**src/rtl/pll_sup_pkg.sv**
```systemverilog
// Shared types for the PLL lock supervisor: FSM state encoding and counter sizing.
package pll_sup_pkg;

  typedef enum logic [2:0] {PRST, WAIT, STABLE, REL, RUN, FAIL} state_t;

  // Width able to hold the largest count any phase of the sequence needs.
  function automatic int cnt_width(input int timeout, input int stable,
                                   input int release_span, input int rst_cycles);
    int m;
    m = timeout;
    if (stable > m)       m = stable;
    if (release_span > m) m = release_span;
    if (rst_cycles > m)   m = rst_cycles;
    return $clog2(m + 1);
  endfunction

endpackage

```
**src/rtl/sync_bit.sv**
```systemverilog
// Multi-stage synchroniser for a single asynchronous status bit, cleared by reset.
module sync_bit #(
  parameter int STAGES = 2
) (
  input  logic clk,
  input  logic rst,
  input  logic d,
  output logic q
);

  logic [STAGES-1:0] chain;

  // NOTE: sequential state uses non-blocking assignments so every stage samples pre-edge values.
  always_ff @(posedge clk) begin
    if (rst) chain <= '0;
    else     chain <= {chain[STAGES-2:0], d};
  end

  assign q = chain[STAGES-1];

endmodule

```
**src/rtl/pll_lock_supervisor.sv**
```systemverilog
// Pulses the PLL reset, qualifies lock stability, then releases core resets in a staggered order.
module pll_lock_supervisor
  import pll_sup_pkg::*;
#(
  parameter int SYNC_STAGES    = 2,
  parameter int PLL_RST_CYCLES = 16,
  parameter int LOCK_TIMEOUT   = 74250,
  parameter int LOCK_STABLE    = 1024,
  parameter int NUM_DOMAINS    = 3,
  parameter int STAGGER        = 8,
  parameter int MAX_RETRIES    = 4
) (
  input  logic                   refclk,
  input  logic                   rst,
  input  logic                   pll_locked,
  output logic                   pll_rst,
  output logic [NUM_DOMAINS-1:0] domain_rst,
  output logic                   ready,
  output logic                   fail,
  output logic [2:0]             retry_count,
  output logic                   lock_lost
);

  localparam int CW = cnt_width(LOCK_TIMEOUT, LOCK_STABLE, NUM_DOMAINS * STAGGER, PLL_RST_CYCLES);
  localparam logic [CW-1:0] ONE      = CW'(1);
  localparam logic [CW-1:0] RST_LAST = CW'(PLL_RST_CYCLES - 1);
  localparam logic [CW-1:0] TO_LAST  = CW'(LOCK_TIMEOUT - 1);
  localparam logic [CW-1:0] STB_LAST = CW'(LOCK_STABLE - 1);
  localparam logic [CW-1:0] REL_LAST = CW'((NUM_DOMAINS - 1) * STAGGER);
  localparam logic [2:0]    MAX_R    = 3'(MAX_RETRIES);

  logic lk;

  sync_bit #(.STAGES(SYNC_STAGES)) u_sync (
    .clk (refclk),
    .rst (rst),
    .d   (pll_locked),
    .q   (lk)
  );

  state_t                 state_q, state_d;
  logic [CW-1:0]          cnt_q, cnt_d;     // phase counter: PRST width, STABLE run, REL offset
  logic [CW-1:0]          tcnt_q, tcnt_d;   // lock timeout, armed across WAIT and STABLE
  logic [2:0]             retry_d;
  logic                   pll_rst_d, ready_d, fail_d, lost_d, restart;
  logic [NUM_DOMAINS-1:0] dom_d;

  // NOTE: every signal driven here gets a default first, so no path leaves it unassigned (no latch).
  always_comb begin
    state_d   = state_q;
    cnt_d     = cnt_q;
    tcnt_d    = tcnt_q;
    retry_d   = retry_count;
    pll_rst_d = pll_rst;
    dom_d     = domain_rst;
    ready_d   = ready;
    fail_d    = fail;
    lost_d    = 1'b0;
    restart   = 1'b0;

    case (state_q)
      PRST: begin
        if (cnt_q == '0 && retry_count != MAX_R) retry_d = retry_count + 3'd1;
        if (cnt_q == RST_LAST) begin
          state_d   = WAIT;
          cnt_d     = '0;
          tcnt_d    = '0;
          pll_rst_d = 1'b0;
        end else begin
          cnt_d = cnt_q + ONE;
        end
      end
      WAIT: begin
        if (tcnt_q != TO_LAST) tcnt_d = tcnt_q + ONE;
        if (lk) begin
          state_d = STABLE;
          cnt_d   = '0;
        end else if (tcnt_q == TO_LAST) begin
          restart = 1'b1;
        end
      end
      STABLE: begin
        if (tcnt_q != TO_LAST) tcnt_d = tcnt_q + ONE;
        if (lk && cnt_q == STB_LAST) begin
          state_d  = REL;
          cnt_d    = '0;
          dom_d[0] = 1'b0;
        end else begin
          cnt_d = lk ? cnt_q + ONE : '0;
          if (tcnt_q == TO_LAST) restart = 1'b1;
        end
      end
      REL: begin
        if (!lk) begin
          restart = 1'b1;
        end else if (cnt_q == REL_LAST) begin
          state_d = RUN;
          ready_d = 1'b1;
        end else begin
          cnt_d = cnt_q + ONE;
          for (int i = 1; i < NUM_DOMAINS; i++)
            if (cnt_q + ONE == CW'(i * STAGGER)) dom_d[i] = 1'b0;
        end
      end
      RUN: begin
        if (!lk) begin
          lost_d  = 1'b1;
          restart = 1'b1;
        end
      end
      default: ;
    endcase

    // Timeout or loss of lock: reassert everything, then retry or give up.
    if (restart) begin
      cnt_d     = '0;
      pll_rst_d = 1'b1;
      dom_d     = '1;
      ready_d   = 1'b0;
      if (retry_count == MAX_R) begin
        state_d = FAIL;
        fail_d  = 1'b1;
      end else begin
        state_d = PRST;
      end
    end
  end

  always_ff @(posedge refclk) begin
    if (rst) begin
      state_q     <= PRST;
      cnt_q       <= '0;
      tcnt_q      <= '0;
      retry_count <= '0;
      pll_rst     <= 1'b1;
      domain_rst  <= '1;
      ready       <= 1'b0;
      fail        <= 1'b0;
      lock_lost   <= 1'b0;
    end else begin
      state_q     <= state_d;
      cnt_q       <= cnt_d;
      tcnt_q      <= tcnt_d;
      retry_count <= retry_d;
      pll_rst     <= pll_rst_d;
      domain_rst  <= dom_d;
      ready       <= ready_d;
      fail        <= fail_d;
      lock_lost   <= lost_d;
    end
  end

endmodule
```
**config.mk**
```make
export PLATFORM = sky130hd
export DESIGN_NAME = pll_lock_supervisor
export DESIGN_NICKNAME = d
export VERILOG_FILES = /design/src/rtl/pll_sup_pkg.sv /design/src/rtl/sync_bit.sv /design/src/rtl/pll_lock_supervisor.sv
export SDC_FILE = /design/constraint.sdc
export NUM_CORES = 1
export LEC_CHECK = 0
export BUFFER_PORTS_ARGS = -buffer_cell sky130_fd_sc_hd__buf_2
export CAP_MARGIN = 20
export CORE_MARGIN = 1.5
export CORE_UTILIZATION = 47
export DETAILED_ROUTE_END_ITERATION = 7
export PLACE_DENSITY = 0.73
export SLEW_MARGIN = 20
export SYNTH_ARGS = -nofsm -noshare
export SYNTH_HDL_FRONTEND = slang
export SYNTH_SLANG_ARGS = --single-unit
```
**constraint.sdc**
```tcl
create_clock -name refclk -period 2.4 [get_ports refclk]
set_clock_uncertainty 0.1 [all_clocks]
set_input_delay 0.6 -clock refclk [delete_from_list [all_inputs] [get_ports refclk]]
set_output_delay 0.6 -clock refclk [all_outputs]
set_load 0.005 [all_outputs]
```
==> qor.yml <==
pwr:
  pwr-share-seq_pct: 56.9
  p_int_w: 0.00109
  powerDensity_nw_per_um2: 431
  p_switching_w: 0.000393
  ir_drop_v: 0.000306
  clock_power_share_pct: 36.2
  p_comb_share_pct: 6.9
  sw_frac_of_total_pct: 26.6
  total_leakage_power_nw: 1.21
outcome:
  outcome: "finished, final reports clean"
placement:
  dp_hpwl_mm: 5.11
  placed_area_um2: 3260
  place_congestion: 0.925
  place_ws_ps: 84.8
  io_buffers: 12
synthesis:
  ys_async_sr_fraction_pct: 0
  synth_edf_count: 0
  synthesis.nets: 385
  synth_top_area_share_pct: 32.2
  synth_cell_types: 50
  synth.top_cells.by_area: "dfxtp_1, xnor2_1, nor2_1, nand2_1, nand3_1"
  ys_warn_count: 0
  ys_seq_area_share_pct: 32.2
  yosys.area.top_type: "dfxtp_1"
  ys.flop_type: "dfxtp_1"
  syn_avg_cell_area_um2: 8.12
  synth_seq_cells: 49
  syn_inst: 375
  synth_area_um2: 3050
timing:
  relSlewSlack_pct: 63.2
  setup_violations: 0
  clock.fmax_mhz: 436
  final.setup.tns_ps: 0
  finalHoldViolCount: 0
  slew_viol_final: 0
  hold_slack_ps: 354
  fin_ws_ps: 104
  final.period_utilization_pct: 95.7
  fin_crit_ps: 2300
  tightest_slew_ps: 551
final_layout:
  syn_to_final_growth_pct: 12.8
  design_area_um2: 3430
  fill_cells: 590
  nets: 411
  utilization_pct: 54.4
  n_antenna_cell: 0
  drive_gt1_share_pct: 18.9
hold_path:
  min_path_type: "flip-flop to flip-flop"
  min_path_cells: 1
die:
  initial_core_util_pct: 48.2
  ios: 13
  core_um2: 6310
  row_count: 29
  die_x_um: 83.5
  dieHeight_um: 83.5
  fp.dieArea_um2: 6970
clock_tree:
  htreeDepth: 2
  cts_inserted_buffers: 5
  clk_latency_ps: 320
  cts.reportedPaths.clkPinSlew_ps: 100
  cts_tree: "done"
  clock_path_buffers: 2
  ctsHoldBuffers: 0
  cts_root_buffer: "clkbuf_8"
  cts_sinks: 49
worst_setup_path:
  crit_path_max_fanout: 12
  worstPathArrival_ps: 2400
  critPathLaunchType: "flip-flop"
  critPathKind: "flip-flop to flip-flop"
  end_kind: "flip-flop"
  cp_data_required_time_ps: 2510
  r2r_cells: 6
global_routing:
  first_global_vias: 2593
  antenna_found_initial: 0
  grt_pass1_wl_mm: 12.1
  grt_max_degree: 24
  grt-ovfl-total: 0
  track_usage_pct: 20.9
run:
  maxCapViolCount: 0
detailed_routing:
  dr.first_iter.drc_count: 223
  drc: 0
  ant_nets: 0
  wl_per_cell_um: 15.4
  dr.pass1.iters: 6
  totalWireLength_mm: 7.39
  vias_per_cell: 5.91
  vias: 2832
[cells in the mapped netlist, types with 6 or more instances]
cell / n
dfxtp_1: 49
nor2_1: 39
nand2_1: 32
xnor2_1: 24
nand3_1: 21
a21oi_1: 14
buf_2: 14
nand4_1: 14
inv_1: 13
a31oi_1: 12
nor3_1: 12
nor4_1: 12
or3_1: 11
and2_1: 8
o21ai_0: 8
clkbuf_1: 7
ha_1: 7
o31ai_1: 6
[logic make-up (layout without fill, tap and decap cells)]
logic type                 Yosys count  count (layout)  share of synthesized area, %
AOI/OAI and AO/OA                   60              60                          13.7
muxes                                3               3                         0.986
DFF                                 49              49                          32.2
adders and majority gates            7               7                          2.88
buffers and inverters               40              66                          6.74
xor gates and xnor gates            26              26                          7.48
and+or+nand+nor                    190             191                          36.0
[per-stage QoR]
| stage | total power (W) | cells |
|---|---|---|
| 3_3_place_gp | 0.000958 | 466 |
| 5_1_grt | 0.00154 | 479 |
| 6_report | 0.00148 | 479 |
| 3_5_place_dp | 0.000961 | 466 |
| 4_1_cts | 0.00148 | 474 |
| 2_1_floorplan | 0.000931 | 375 |
[layout by cell type, fill, tap and decap left out, types with 3 or more instances in the layout]
cell type,n
or3_1,11
nor4b_2,3
mux2i_1,3
nor2b_1,5
buf_4,33
and4_1,3
dfxtp_1,49
a21o_1,4
nor3_1,12
inv_1,13
nand3b_1,3
nor4_1,12
ha_1,7
nand3_1,21
o31ai_1,5
nand4_1,14
and2_1,8
xnor2_1,24
nor4b_1,4
clkbuf_8,5
nand2b_1,4
nor4_4,3
nor2_1,38
and3_1,5
nand2_1,31
a22oi_1,3
o21ai_0,8
a21oi_1,14
a31oi_1,12
buf_2,12
[worst max-delay path: stages (launching register included)]
cell and delay [ps]:
dfxtp_1 440, or4_4 620, nor3_2 180, a211oi_2 110
a21o_1 290, nand2b_4 260, nand2b_1 180
[power groups by stage]
stage	Sequential (W)	Clock [W]	Combinational, W
6_report	0.000842	0.000536	0.000102
5_1_grt	0.000845	0.000579	0.000115
4_1_cts	0.000842	0.000541	0.0000999
3_5_place_dp	0.000861	0	0.0000996
3_3_place_gp	0.000861	0	0.0000968
2_1_floorplan	0.000859	0	0.0000717
[worst paths after layout]
kind                   startpoint         endpoint  slack [ps]
hold / removal    u_sync.chain[0]  u_sync.chain[1]         350
setup reg to reg        cnt_q[12]    domain_rst[1]         100
hold reg to reg   u_sync.chain[0]  u_sync.chain[1]         350
setup / recovery        cnt_q[12]    domain_rst[1]         100
[cell type report]
type / count / area (um2) / area share [%]
tap: 77 / 96.3 / 2.81
clock buffer: 5 / 68.8 / 2.00
timing repair buffer: 45 / 308 / 8.96
sequential: 49 / 981 / 28.6
inverter: 13 / 48.8 / 1.42
clock inverter: 3 / 26.3 / 0.765
multi-input combinational: 287 / 1910 / 55.5
[registers in the layout, summed over array words and instances, names as in the netlist]
signal	count
fail	1
retry_count	3
lock_lost	1
state_q	3
tcnt_q	17
u_sync.chain	2
cnt_q	17
pll_rst	1
domain_rst	3
ready	1
[layer usage]
layer,wire length [um],share of wire [%],GRT usage (%)
met5,0,0,0
met4,96,1.3,4.77
met3,393,5.3,3.76
met2,3400,46,35.0
met1,3500,47,28.1
[timing repair]
item,CTS,global route
endpoints found under the setup margin,0,22
buffers inserted,0,4
gates resized for setup,0,8
(Power assumes the default switching activity.)
